**config.mk**
```make
export PLATFORM = sky130hd
export DESIGN_NAME = pc_fetch_unit
export DESIGN_NICKNAME = d
export VERILOG_FILES = /design/src/rtl/pc_fetch_unit.sv
export SDC_FILE = /design/constraint.sdc
export NUM_CORES = 1
export LEC_CHECK = 0
export BUFFER_PORTS_ARGS = -buffer_cell sky130_fd_sc_hd__buf_2
export CORE_MARGIN = 2
export CORE_UTILIZATION = 47
export DETAILED_ROUTE_END_ITERATION = 16
export PLACE_DENSITY_LB_ADDON = 0.12
export SLEW_MARGIN = 20
export SYNTH_ARGS = -nofsm -noshare
export SYNTH_HDL_FRONTEND = slang
export SYNTH_SLANG_ARGS = --single-unit
```
**constraint.sdc**
```tcl
create_clock -name Clk -period 6.6 [get_ports Clk]
set_clock_uncertainty 0.15 [all_clocks]
set_input_delay 1.32 -clock Clk [delete_from_list [all_inputs] [get_ports Clk]]
set_output_delay 1.32 -clock Clk [all_outputs]
set_load 0.01 [all_outputs]
```
**src/rtl/pc_fetch_unit.sv**
```systemverilog
// Program-counter fetch unit: boot/run/hold sequencing, jump/branch redirect
// selection, one-entry deferred redirect, fetch counting and misalignment flag.
module pc_fetch_unit #(
    parameter logic [31:0] RESET_PC = 32'h0000_0000
) (
    input  logic        Clk,
    input  logic        Reset,
    input  logic [31:0] PCAddResult,
    input  logic        Jump,
    input  logic [31:0] JumpTarget,
    input  logic        BranchTaken,
    input  logic [31:0] BranchTarget,
    input  logic        Stall,
    output logic [31:0] PCResult,
    output logic        FetchValid,
    output logic [31:0] InstrCount,
    output logic        MisalignErr
);

    localparam int unsigned PC_W  = 32;
    localparam int unsigned CNT_W = 32;

    typedef enum logic [1:0] {
        S_BOOT = 2'd0,
        S_RUN  = 2'd1,
        S_HOLD = 2'd2
    } state_e;

    state_e            state_q, state_d;
    logic [PC_W-1:0]   pc_q, pc_d;
    logic              fetch_valid_q, fetch_valid_d;
    logic [CNT_W-1:0]  instr_count_q, instr_count_d;
    logic              misalign_q, misalign_d;
    logic              pend_vld_q, pend_vld_d;
    logic [PC_W-1:0]   pend_tgt_q, pend_tgt_d;

    logic              redirect;
    logic [PC_W-1:0]   redirect_tgt;
    logic              load_en;
    logic [PC_W-1:0]   load_tgt;

    // Redirect arbitration: jump outranks a taken branch.
    always_comb begin
        redirect     = Jump | BranchTaken;
        redirect_tgt = Jump ? JumpTarget : BranchTarget;
    end

    // Next-state, PC source selection, pending capture and counters.
    always_comb begin
        state_d       = state_q;
        pc_d          = pc_q;
        instr_count_d = instr_count_q;
        misalign_d    = misalign_q;
        pend_vld_d    = pend_vld_q;
        pend_tgt_d    = pend_tgt_q;
        load_en       = 1'b0;
        load_tgt      = redirect_tgt;

        unique case (state_q)
            S_BOOT: begin
                // PC stays at the reset value; an early redirect is deferred.
                state_d = S_RUN;
                if (redirect) begin
                    pend_vld_d = 1'b1;
                    pend_tgt_d = redirect_tgt;
                end
            end

            S_RUN: begin
                if (Stall) begin
                    // Stall wins over any redirect; park the redirect instead.
                    state_d = S_HOLD;
                    if (redirect) begin
                        pend_vld_d = 1'b1;
                        pend_tgt_d = redirect_tgt;
                    end
                end else begin
                    instr_count_d = instr_count_q + CNT_W'(1);
                    pend_vld_d    = 1'b0;
                    if (redirect) begin
                        load_en  = 1'b1;
                        load_tgt = redirect_tgt;
                    end else if (pend_vld_q) begin
                        load_en  = 1'b1;
                        load_tgt = pend_tgt_q;
                    end else begin
                        pc_d = PCAddResult;
                    end
                end
            end

            S_HOLD: begin
                if (Stall) begin
                    if (redirect) begin
                        pend_vld_d = 1'b1;
                        pend_tgt_d = redirect_tgt;
                    end
                end else begin
                    // Leaving HOLD re-steers the PC but is not itself a fetch.
                    state_d    = S_RUN;
                    pend_vld_d = 1'b0;
                    if (redirect) begin
                        load_en  = 1'b1;
                        load_tgt = redirect_tgt;
                    end else if (pend_vld_q) begin
                        load_en  = 1'b1;
                        load_tgt = pend_tgt_q;
                    end
                end
            end

            default: begin
                state_d    = S_BOOT;
                pend_vld_d = 1'b0;
            end
        endcase

        // Redirect targets are word-aligned on load; low bits flag an error.
        if (load_en) begin
            pc_d = {load_tgt[PC_W-1:2], 2'b00};
            if (load_tgt[1:0] != 2'b00) begin
                misalign_d = 1'b1;
            end
        end

        fetch_valid_d = (state_d == S_RUN);
    end

    // State and output registers with synchronous active-high reset.
    always_ff @(posedge Clk) begin
        if (Reset) begin
            state_q       <= S_BOOT;
            pc_q          <= RESET_PC;
            fetch_valid_q <= 1'b0;
            instr_count_q <= '0;
            misalign_q    <= 1'b0;
            pend_vld_q    <= 1'b0;
            pend_tgt_q    <= '0;
        end else begin
            state_q       <= state_d;
            pc_q          <= pc_d;
            fetch_valid_q <= fetch_valid_d;
            instr_count_q <= instr_count_d;
            misalign_q    <= misalign_d;
            pend_vld_q    <= pend_vld_d;
            pend_tgt_q    <= pend_tgt_d;
        end
    end

    assign PCResult    = pc_q;
    assign FetchValid  = fetch_valid_q;
    assign InstrCount  = instr_count_q;
    assign MisalignErr = misalign_q;

endmodule

```
; ---- Word-level counts from Yosys, hierarchy flattened
; Index checks and enable logic that the tools add are counted.
[totals]
rom_bits = 0
mem_count = 0
output_inout_bits = 66
ramBits = 0
register_bits = 101
latch_bits = 0
[classes]
n_bitwise = 4
shift = 0
mux = 23
div_mod_pow = 0
n_reduce_logical = 11
eq_ne = 7
n_mul = 0
add_sub_neg = 1
magnitude_cmp = 0
[op_table]
columns = op, count
row1 = two-way mux 32 bit, 12
row2 = case mux 32 bit (2 select lines), 1
row3 = "adder 32 x 1 -> 32 bit, second input constant", 1
row4 = "!= test 2 x 1 -> 1 bit, second input constant", 4
row5 = AND reduction 4 bit, 2
row6 = two-way mux 1 bit, 6
row7 = case mux 2 bit (3 select lines), 1
row8 = AND reduction 2 bit, 3
row9 = nonzero test 2 bit, 3
row10 = "equality test 2 x 1 -> 1 bit, second input constant", 2
row11 = two-way mux 2 bit, 2
row12 = OR reduction 2 bit, 2
row13 = inverter 1 bit, 3
row14 = "equality test 2 bit, second input constant", 1
row15 = zero test 2 bit, 1
row16 = case mux 1 bit (2 select lines), 1
row17 = bitwise OR 1 bit, 1

; ---- Logic depth before layout (Yosys ltp)
; Gate-level depths: netlist (run 1).
[logic_depth]
word_depth = 7
mapped_depth = 8
depth_no_buf = 6

; ---- Worst setup path before layout (run 1)
; OpenSTA, ideal clock, no wires.
[synth_path]
path_kind = in2reg
from = input port Jump
to = register pc_q[30], in the netlist PCResult[30]
cell_stages = 6
required_ns = 6.380
n_path_buf = 2
arrival_ns = 2.680
slack_ns = 3.699
setup_ns = 0.070
cell_sequence = buf_2 -> nor3_1 -> mux2i_1 -> clkbuf_1 -> a22oi_1 -> a21oi_1
[synth_via]
elab_chain_cells = 6
word_cells_on_any_way = 15
classes_between = 3 x eq/ne / 9 x mux / 1 x bitwise / 2 x reduce/logical
[synth_rtl]
columns = element, line_no
row1 = from (decl), 9  ; input logic Jump,
row2 = bitwise OR 1 bit or two-way mux 32 bit (tied branches), "44, 45"
row3 = two-way mux 1 bit or two-way mux 32 bit (tied branches), "80, 83, 105"
row4 = two-way mux 1 bit or two-way mux 32 bit (tied branches), "93, 80"
row5 = two-way mux 1 bit or two-way mux 32 bit (tied branches), --
row6 = "!= test 2 x 1 -> 1 bit (no line), or another cell as far along", --
row7 = AND reduction 4 bit (no line) or two-way mux 32 bit (tied branches), --
row8 = to (signal assigned), 141  ; pc_q <= pc_d;
row9 = to (decl), 30  ; logic [PC_W-1:0] pc_q, pc_d;
; Parallel ways exist; a longest one is shown, timed or not.
; A chain may end at the register's enable or synchronous reset.

; ---- Worst setup path in the final report (run 1)
[layout_path]
from = input port Jump
to = register misalign_q, in the netlist MisalignErr
[layout_via]
elab_chain_cells = 7
word_cells_on_any_way = 11
classes_between = 8 x mux / 1 x bitwise / 2 x reduce/logical
[layout_rtl]
columns = element, line_no
row1 = two-way mux 32 bit, 45  ; redirect_tgt = Jump ? JumpTarget : BranchTarget;
row2 = two-way mux 32 bit, "83, 105"
row3 = two-way mux 32 bit, 80  ; if (redirect) begin
row4 = two-way mux 32 bit, 93  ; if (Stall) begin
row5 = two-way mux 32 bit, --
row6 = nonzero test 2 bit, 121  ; if (load_tgt[1:0] != 2'b00) begin
row7 = AND reduction 2 bit (no line) (*), --
row8 = to (signal assigned), 144  ; misalign_q <= misalign_d;
row9 = to (decl), 33  ; logic misalign_q, misalign_d;
; Mark *: on every way between the ends. The rest lies on a longest branch, timed or not.

==> results of run 1 <==
[per-layer routing]
layer,vias up,routed length (um)
li1,2328,-
met2,162,6570
met3,8,756
met1,2223,5990
met4,0,122
met5,-,0
[critical path, stage by stage]
cell and delay [ns]:
buf_2 0.42, nor2_1 0.74, nand3_1 0.87, o311ai_0 0.59
a21oi_1 0.11
[final cells by class]
cell class,count,area (um^2)
Fill cell,955,4220
Multi-Input combinational cell,393,2600
Sequential cell,101,2020
Timing Repair Buffer,169,868
Tap cell,136,170
Clock buffer,10,138
Clock inverter,6,95.1
Inverter,7,26.3
[cell families (layout without fill, tap and decap cells)]
| family | Yosys count | count (layout) | synth area share [%] |
|---|---|---|---|
| buffers and inverters | 51 | 192 | 4.81 |
| AND/OR/NAND/NOR | 160 | 160 | 17.5 |
| adder cells (fa/ha/maj) | 6 | 6 | 1.55 |
| flip-flops | 101 | 101 | 41.8 |
| XOR/XNOR | 12 | 12 | 2.17 |
| multiplexers | 40 | 40 | 8.56 |
| AO/OA/AOI/OAI | 175 | 175 | 23.5 |
[power breakdown]
part	switching (mW)	internal [mW]	leakage, nW
Combinational	0.142	0.102	1.47
Sequential	0.0281	0.659	0.826
Clock	0.219	0.227	0.111
Total	0.389	0.988	2.41
[how the worst min path moves through the flow]
stage | endpoint | startpoint | cells past startpoint | slack [ns]
floorplan | MisalignErr$_SDFFE_PP0P_ | MisalignErr$_SDFFE_PP0P_ | 2 | 0.32
global placement | MisalignErr$_SDFFE_PP0P_ | MisalignErr$_SDFFE_PP0P_ | 2 | 0.32
detailed placement | MisalignErr$_SDFFE_PP0P_ | MisalignErr$_SDFFE_PP0P_ | 2 | 0.32
CTS | MisalignErr$_SDFFE_PP0P_ | MisalignErr$_SDFFE_PP0P_ | 2 | 0.34
global route | MisalignErr$_SDFFE_PP0P_ | MisalignErr$_SDFFE_PP0P_ | 2 | 0.37
finish | MisalignErr$_SDFFE_PP0P_ | MisalignErr$_SDFFE_PP0P_ | 2 | 0.34
[state kept, by name, indices dropped and copies added (netlist names)]
name         count
FetchValid       1
InstrCount      32
PCResult        32
MisalignErr      1
pend_tgt_q      32
state_q          2
pend_vld_q       1
[through the flow]
step / area [um^2] / setup slack, ns / hold slack (ns) / std cells / total power, mW
2_1_floorplan: 4840 / 3.70 / 0.317 / 545 / 0.853
3_3_place_gp: 5670 / 2.28 / 0.315 / 805 / 0.933
3_5_place_dp: 5670 / 2.16 / 0.320 / 805 / 0.939
4_1_cts: 5900 / 2.56 / 0.336 / 821 / 1.38
5_1_grt: 5920 / 2.32 / 0.372 / 822 / 1.45
6_report: 5920 / 2.57 / 0.337 / 822 / 1.38
[cell usage in the layout, fill, tap and decap left out, types with 14 or more instances in the layout]
cell and count:
buf_2 165, o211ai_1 22, nand2_1 14, a22oi_1 30, or4_1 14, o21ai_0 25, a211oi_1 24, nor2_1 53
a21oi_1 50, mux2i_1 28, nor3_1 23, dfxtp_1 101
==> qor.csv, run 1 <==
stage;metric;value;unit
timing;Slew headroom;27.3;%
clock_network;clk_lat worst skew;0.36;ns
floorplanning;Initial Utilization;47.7;%
synth;net count after synthesis;652;
timing;Achievable Freq;248;MHz
clock_network;post-CTS resize count;0;
setup_path;reg2reg end;MisalignErr$_SDFFE_PP0P_;
setup_path;endpoint type of the worst setup path;flop;
clock_network;CTS Buffer Depth;2;
floorplanning;row count;37;
synth;largest area contributor in the netlist;dfxtp_1;
floorplanning;die width;105;um
timing;# setup viols final;0;
placement;detailed placement HPWL;9.12;mm
power;peak supply drop;108;uV
synth;Synth Cell Area;4840;um^2
global_routing;largest net degree at the start of global routing;105;
drt;post-route ant nets;0;
global_routing;met2 GRT Util;40.8;%
clock_network;Post-CTS Setup Bufs;0;
drt;DR vias;4721;
setup_path;critical path required time;6.65;ns
cells_and_area;layout cell share with drive strength beyond 1;30.3;%
timing;max-slew violations;0;
cells_and_area;antenna cells;0;
clock_network;clock net sink count;101;
global_routing;met3 usage;4.08;%
global_routing;first-pass GRT wire length;22.2;mm
synth;most numerous cell in the Yosys netlist;dfxtp_1;
global_routing;total track usage;24.2;%
power;Pwr Density;232;nW/um^2
setup_path;R2R depth;7;
floorplanning;Core ar.;10100;um^2
synth;largest cells by area after synthesis;dfxtp_1, mux2i_1, a21oi_1;
synth;Synth cell types;49;
global_routing;grt total ovfl;0;
global_routing;number of global-route vias before repair;4593;
setup_path;worst r2r src;state_q[0]$_SDFF_PP0_;
run_status;status;finished clean;
synth;top_reg_cell synth;dfxtp_1;
setup_path;CP startpoint kind;input pin;
global_routing;GRT busiest layer;met2;
setup_path;crit path DAT;4.08;ns
flow_run;max cap viols;0;
clock_network;Num CTS Buffers;9;
setup_path;CP Max Fanout;37;
cells_and_area;nets@finish;788;
synth;Gate Count Post-Synth;545;
floorplanning;die footprint;11100;um^2
synth;EDFF count, synth;0;
drt;drt drc;0;
clock_network;CTS tree;built;
placement;GPL Wtd Cong;0.842;
timing;Post-Route Setup TNS;0;ns
power;Lkg Pwr;2.41;nW
timing;minimum clock period;4.03;ns
synth;register area share after synthesis;41.8;%
synth;Avg Cell Area, Syn;8.87;um^2
timing;RSZ-0062 raised after global routing;false;
placement;input/output buffers;166;
setup_path;r2r setup slk;3.71;ns
setup_path;CP Class;in2reg;
drt;Pre-antenna DRT Iters;5;
clock_network;Clk pin slew, worst setup/hold paths;0.09;ns
floorplanning;Ports;167;
synth;area fraction of the dominant cell type after synthesis;41.8;%
global_routing;GR Util met1;32.1;%
setup_path;Critical path origin;Jump;
synth;Synthesis Warnings;0;
timing;Fin. Hold Viols;0;
setup_path;Worst setup endpoint;MisalignErr$_SDFFE_PP0P_;
drt;WL final;13.4;mm
cells_and_area;Area Overhead vs Synth;22.5;%
clock_network;Post-CTS Hold Buffers;0;
drt;post-DR wirelength/cell;16.3;um
drt;via density per instance;5.74;
floorplanning;Die H;105;um
global_routing;initial antenna violation count;0;
timing;Worst-Margin Slew;1.09;ns
drt;DRT iter0 DRCs;186;
synth;asr flop ratio synth;0;%
clock_network;root buf cell;clkbuf_8;
clock_network;CTS H-tree lvls;3;
cells_and_area;final core utilization;58.4;%
min_path;Hold WC Path Type;reg2reg;
synth;most frequent cells after synthesis;dfxtp_1, nor2_1, a21oi_1, a22oi_1, clkbuf_1;
timing;period utilisation layout;61.0;%
synth;#FFs+latches synth;101;
Power figures use the tool's default switching activity.
==> inputs of run 2 (changes only) <==
- ABC_AREA: default -> 1
- clock period: 6.6 -> 3.6 ns (I/O delays scaled with it)
==> qor.csv, run 2 <==
stage;metric;value;unit
clock_network;Post-CTS Hold Buffers;0;
setup_path;R2R depth;9;
clock_network;Clk pin slew, worst setup/hold paths;0.10;ns
drt;post-route ant nets;0;
clock_network;CTS tree;built;
placement;input/output buffers;166;
timing;period utilisation layout;79.2;%
flow_run;max cap viols;0;
synth;net count after synthesis;924;
min_path;Hold Path Origin;pend_tgt_q[23]$_SDFFE_PP0P_;
drt;drt drc;0;
synth;#FFs+latches synth;101;
setup_path;CP Buf/Inv Count;2;
cells_and_area;Register Area;2020;um^2
cells_and_area;layout cell share with drive strength beyond 1;23.9;%
cells_and_area;commonest non-fill, non-tap cell in the layout;nand2_1;
timing;RSZ-0062 raised after global routing;false;
placement;GPL Wtd Cong;0.833;
global_routing;first-pass GRT wire length;23.1;mm
setup_path;CP Max Fanout;26;
global_routing;grt total ovfl;0;
synth;Synthesis Warnings;0;
placement;pre-CTS setup slack;0.697;ns
setup_path;reg2reg end;PCResult[27]$_SDFFE_PP0P_;
cells_and_area;antenna cells;0;
synth;most frequent cells after synthesis;nand2_1, dfxtp_1, inv_1, nor2_1, a21oi_1;
drt;WL final;14.3;mm
setup_path;crit path DAT;2.95;ns
clock_network;CTS H-tree lvls;3;
clock_network;root buf cell;clkbuf_8;
timing;minimum clock period;2.85;ns
global_routing;initial antenna violation count;0;
synth;asr flop ratio synth;0;%
setup_path;CP Class;reg2reg;
floorplanning;Initial Utilization;48.5;%
min_path;Hold WC Path Type;reg2reg;
timing;max-slew violations;0;
run_status;status;finished clean;
power;peak supply drop;170;uV
drt;Pre-antenna DRT Iters;5;
global_routing;largest net degree at the start of global routing;38;
placement;detailed placement HPWL;10.3;mm
timing;Slew headroom;40.5;%
power;Lkg Pwr;3.11;nW
cells_and_area;fillcell total;1145;
clock_network;CTS Buffer Depth;2;
floorplanning;Ports;167;
synth;top_reg_cell synth;dfxtp_1;
synth;EDFF count, synth;0;
power;Pwr Density;395;nW/um^2
setup_path;CP startpoint kind;flop;
timing;Achievable Freq;351;MHz
clock_network;Post-CTS Setup Bufs;0;
synth;Synth cell types;32;
clock_network;clk_lat worst skew;0.36;ns
timing;Post-Route Setup TNS;0;ns
floorplanning;Core ar.;10900;um^2
placement;Placed Cells;1092;
clock_network;clock net sink count;101;
synth;area fraction of the dominant cell type after synthesis;38.3;%
cells_and_area;commonest cells after routing, fill and taps aside;nand2_1, buf_2, dfxtp_1, inv_1, nor2_1;
synth;Synth Cell Area;5280;um^2
timing;PnR worst setup slack;0.748;ns
setup_path;most used cell, CP;nor2_1;
min_path;Min-Delay Path Depth;2;
global_routing;total track usage;24.1;%
cells_and_area;Layout Cells excl Fill;1108;
setup_path;Crit path max-delay family;simple AND/OR/NAND/NOR gates;
timing;Worst-Margin Slew;0.891;ns
setup_path;r2r setup slk;0.75;ns
setup_path;endpoint type of the worst setup path;flop;
floorplanning;row count;38;
cells_and_area;nets@finish;1070;
synth;Gate Count Post-Synth;817;
drt;DR vias;5437;
setup_path;worst r2r src;state_q[0]$_SDFF_PP0_;
floorplanning;Die H;110;um
synth;largest area contributor in the netlist;dfxtp_1;
drt;DRT iter0 DRCs;239;
synth;largest cells by area after synthesis;dfxtp_1, nand2_1, inv_1;
floorplanning;die footprint;12100;um^2
clock_network;Num CTS Buffers;9;
timing;Fin. Hold Viols;0;
cells_and_area;area of the multi-input gates;2700;um^2
setup_path;CP max stage cell;nor2_4;
synth;Avg Cell Area, Syn;6.47;um^2
min_path;WHS Endpoint;pend_tgt_q[23]$_SDFFE_PP0P_;
timing;# setup viols final;0;
floorplanning;die width;110;um
global_routing;number of global-route vias before repair;4852;
drt;post-DR wirelength/cell;12.9;um
synth;register area share after synthesis;38.3;%
setup_path;Worst path max stage delay;0.61;ns
setup_path;critical path required time;3.69;ns
setup_path;CP cell instances;inv_1 -> ha_1 -> nand2_2 -> nor2_4 -> inv_2 -> o21ai_0 -> nor2_1 -> nor2_1 -> nor2_1;
cells_and_area;Area Overhead vs Synth;21.0;%
synth;most numerous cell in the Yosys netlist;nand2_1;
clock_network;post-CTS resize count;0;
drt;via density per instance;4.91;
## run 2: cell count changes in the layout (fill, tap and decap cells not counted), moves of 22 or more
cell / previous run / this run
a211oi_1: 24 / 0
a22oi_1: 30 / 0
inv_1: 7 / 93
mux2i_1: 28 / 1
nand2_1: 14 / 233
nand3_1: 11 / 61
o211ai_1: 22 / 0
o21ai_0: 25 / 60
## run 2: worst min-delay path, cell delays in order (launching register included)
cell and delay, ns:
dfxtp_1 0.31, inv_1 0.06, a21oi_1 0.05
## run 2: stage by stage
stage,hold WS (ns),total power [mW],util (%),instance area [um^2]
floorplan,0.277,1.58,-,5280
global placement,0.286,1.74,56.6,6170
detailed placement,0.291,1.74,56.6,6170
CTS,0.304,2.54,58.7,6390
global route,0.318,2.67,58.7,6390
finish,0.304,2.52,58.7,6390
## run 2: where the power goes
| group | internal [mW] | switching, mW | total [mW] |
|---|---|---|---|
| Sequential | 1.21 | 0.0338 | 1.24 |
| Clock | 0.410 | 0.396 | 0.805 |
| Combinational | 0.182 | 0.294 | 0.476 |
| Total | 1.80 | 0.723 | 2.52 |
## run 2: cells by family after synthesis
group                      after synthesis  share of synthesized area [%]
muxes                                    1                          0.189
DFF                                    101                           38.3
and+or+nand+nor                        414                           33.5
xor gates and xnor gates                 5                          0.829
AOI/OAI and AO/OA                      150                           15.1
adders and majority gates                6                           1.42
buffers and inverters                  140                           10.7
## run 2: final cells by class
| class | instances | area share [%] |
|---|---|---|
| clock buffer | 10 | 2.15 |
| clock inverter | 6 | 1.35 |
| tap | 140 | 2.74 |
| sequential | 101 | 31.6 |
| multi-input combinational | 576 | 42.2 |
| timing repair buffer | 174 | 13.9 |
| inverter | 101 | 5.93 |
## run 2: how the worst max path moves through the flow
| stage | startpoint | endpoint | depth (start not counted) |
|---|---|---|---|
| final | state_q[0]$_SDFF_PP0_ | PCResult[27]$_SDFFE_PP0P_ | 9 |
| after global routing | state_q[0]$_SDFF_PP0_ | PCResult[27]$_SDFFE_PP0P_ | 9 |
| after CTS | state_q[0]$_SDFF_PP0_ | PCResult[27]$_SDFFE_PP0P_ | 9 |
| after detailed placement | Stall | PCResult[27]$_SDFFE_PP0P_ | 9 |
| after global placement | Stall | PCResult[27]$_SDFFE_PP0P_ | 9 |
| after floorplan | Stall | PCResult[29]$_SDFFE_PP0P_ | 11 |
## run 2: metal layers
| metal | GRT usage, % | routed length (um) | share of wire [%] |
|---|---|---|---|
| met5 | 0 | 0 | 0 |
| met4 | 7.78 | 183 | 1.3 |
| met3 | 3.94 | 1030 | 7.2 |
| met2 | 37.3 | 6110 | 43 |
| met1 | 34.2 | 6940 | 49 |
==> inputs of run 3 (changes only) <==
- clock period: 3.6 -> 2.9 ns (I/O delays scaled with it)
==> qor.csv, run 3 (same netlist as run 2, synthesis figures left out) <==
stage;metric;value;unit
timing;Post-Route Setup TNS;0;ns
global_routing;met2 GRT Util;38.2;%
cells_and_area;nets@finish;1071;
placement;detailed placement HPWL;10.3;mm
floorplanning;row count;38;
drt;DRT iter0 DRCs;305;
setup_path;CP cell instances;inv_1 -> ha_1 -> nand2_2 -> inv_2 -> nand2_2 -> nand2_2 -> inv_2 -> nand2_1 -> a31oi_1;
drt;drt drc;0;
clock_network;Num CTS Buffers;9;
setup_path;Worst path max stage delay;0.41;ns
setup_path;reg2reg end;PCResult[7]$_SDFFE_PP0P_;
global_routing;met3 usage;4.06;%
cells_and_area;layout cell share with drive strength beyond 1;23.6;%
floorplanning;Core ar.;10900;um^2
setup_path;CP Class;reg2reg;
setup_path;r2r setup slk;0.50;ns
drt;via density per instance;4.97;
drt;post-route ant nets;0;
cells_and_area;Register Area;2020;um^2
setup_path;CP max stage cell;dfxtp_1;
setup_path;worst r2r src;state_q[0]$_SDFF_PP0_;
timing;Slew headroom;41.4;%
cells_and_area;area of the multi-input gates;2700;um^2
clock_network;clk_lat worst skew;0.37;ns
clock_network;Clk pin slew, worst setup/hold paths;0.10;ns
min_path;Hold Path Origin;pend_tgt_q[21]$_SDFFE_PP0P_;
timing;# setup viols final;0;
clock_network;post-CTS resize count;0;
power;peak supply drop;252;uV
clock_network;clock net sink count;101;
power;switching share of power;30.8;%
timing;Fin. Hold Viols;0;
placement;input/output buffers;166;
timing;minimum clock period;2.40;ns
drt;post-DR wirelength/cell;13.1;um
drt;WL final;14.6;mm
setup_path;most used cell, CP;nand2_2;
global_routing;number of global-route vias before repair;4858;
setup_path;Critical path origin;state_q[0]$_SDFF_PP0_;
flow_run;max cap viols;0;
min_path;Hold WC Path Type;reg2reg;
cells_and_area;Area Overhead vs Synth;19.9;%
drt;Pre-antenna DRT Iters;5;
placement;Placed Cells;1093;
setup_path;endpoint type of the worst setup path;flop;
global_routing;initial antenna violation count;0;
power;clock network power share;27.3;%
power;Cell Int Power;2.04;mW
power;Seq pwr share;52.5;%
floorplanning;die footprint;12100;um^2
timing;Worst-Margin Slew;0.879;ns
power;Comb power frac;20.2;%
timing;max-slew violations;0;
setup_path;CP Buf/Inv Count;3;
cells_and_area;design area;6330;um^2
setup_path;critical path required time;3.04;ns
cells_and_area;antenna cells;0;
placement;GPL Wtd Cong;0.841;
min_path;WHS Endpoint;pend_tgt_q[21]$_SDFFE_PP0P_;
timing;Min Hold Slack;0.302;ns
min_path;Min-Delay Path Depth;2;
clock_network;CTS H-tree lvls;3;
setup_path;CP startpoint kind;flop;
clock_network;CTS tree;built;
floorplanning;Ports;167;
global_routing;grt total ovfl;0;
timing;period utilisation layout;82.6;%
run_status;status;finished clean;
global_routing;GRT busiest layer;met2;
power;switching power;0.905;mW
drt;DR vias;5512;
clock_network;CTS Buffer Depth;2;
floorplanning;Initial Utilization;48.5;%
setup_path;crit path DAT;2.54;ns
cells_and_area;fillcell total;1138;
clock_network;root buf cell;clkbuf_8;
clock_network;Post-CTS Setup Bufs;0;
global_routing;largest net degree at the start of global routing;42;
power;Lkg Pwr;3.07;nW
floorplanning;Die H;110;um
clock_network;Post-CTS Hold Buffers;0;
global_routing;GR Util met1;34.3;%
cells_and_area;commonest non-fill, non-tap cell in the layout;nand2_1;
cells_and_area;commonest cells after routing, fill and taps aside;nand2_1, buf_2, dfxtp_1, inv_1, nor2_1;
setup_path;CP Max Fanout;22;
placement;Placed Area;6170;um^2
global_routing;first-pass GRT wire length;23.3;mm
setup_path;Crit path max-delay family;simple AND/OR/NAND/NOR gates;
timing;Achievable Freq;417;MHz
global_routing;total track usage;24.4;%
timing;RSZ-0062 raised after global routing;false;
cells_and_area;Layout Cells excl Fill;1109;
floorplanning;die width;110;um
power;Pwr Density;464;nW/um^2
setup_path;R2R depth;9;
-- run 3: cell types whose count changed in the layout (fill, tap and decap cells not counted), sizes merged --
cell,change
clkbuf,+2
bufinv,-2
clkinv,-1
clkinvlp,+1
buf,+1
-- run 3: through the flow --
stage,worst slack (ns),power (mW),util (%)
global route,0.306,3.11,58.2
global placement,0.562,2.16,56.7
CTS,0.518,2.96,58.2
finish,0.503,2.94,58.2
floorplan,1.08,1.96,-
detailed placement,0.499,2.17,56.7
-- run 3: power groups by stage --
stage                     sequential [mW]  combinational (mW)  clock, mW
after floorplan                      1.59               0.374          0
after global placement               1.57               0.586          0
after detailed placement             1.57               0.593          0
after CTS                            1.54               0.596      0.820
after global routing                 1.56               0.676      0.881
final                                1.54               0.593      0.804
-- run 3: worst max-delay path by stage --
stage                           endpoint  slack, ns  depth (start not counted)
2_1_floorplan  PCResult[29]$_SDFFE_PP0P_       1.08                         12
3_3_place_gp    PCResult[5]$_SDFFE_PP0P_       0.56                          6
3_5_place_dp   PCResult[14]$_SDFFE_PP0P_       0.50                          8
4_1_cts        PCResult[14]$_SDFFE_PP0P_       0.52                          9
5_1_grt        PCResult[25]$_SDFFE_PP0P_       0.31                         11
6_report        PCResult[7]$_SDFFE_PP0P_       0.50                          9
-- run 3: metal layers --
layer | up-vias | routed length [um]
li1 | 2902 | -
met1 | 2426 | 7040
met2 | 173 | 6290
met3 | 11 | 1080
met4 | 0 | 162
met5 | - | 0
-- run 3: worst register-to-register path, cell delays in order, from the launching register on --
cell and delay (ns):
dfxtp_1 0.41, inv_1 0.11, ha_1 0.34, nand2_2 0.10, inv_2 0.04, nand2_2 0.22
nand2_2 0.25, inv_2 0.40, nand2_1 0.11, a31oi_1 0.21
-- run 3: cell type report --
cell class / instances / area share [%]
clock buffer: 12 / 2.13
clock inverter: 4 / 0.395
inverter: 101 / 5.98
multi-input combinational: 576 / 42.6
sequential: 101 / 31.9
tap: 140 / 2.77
timing repair buffer: 175 / 14.2
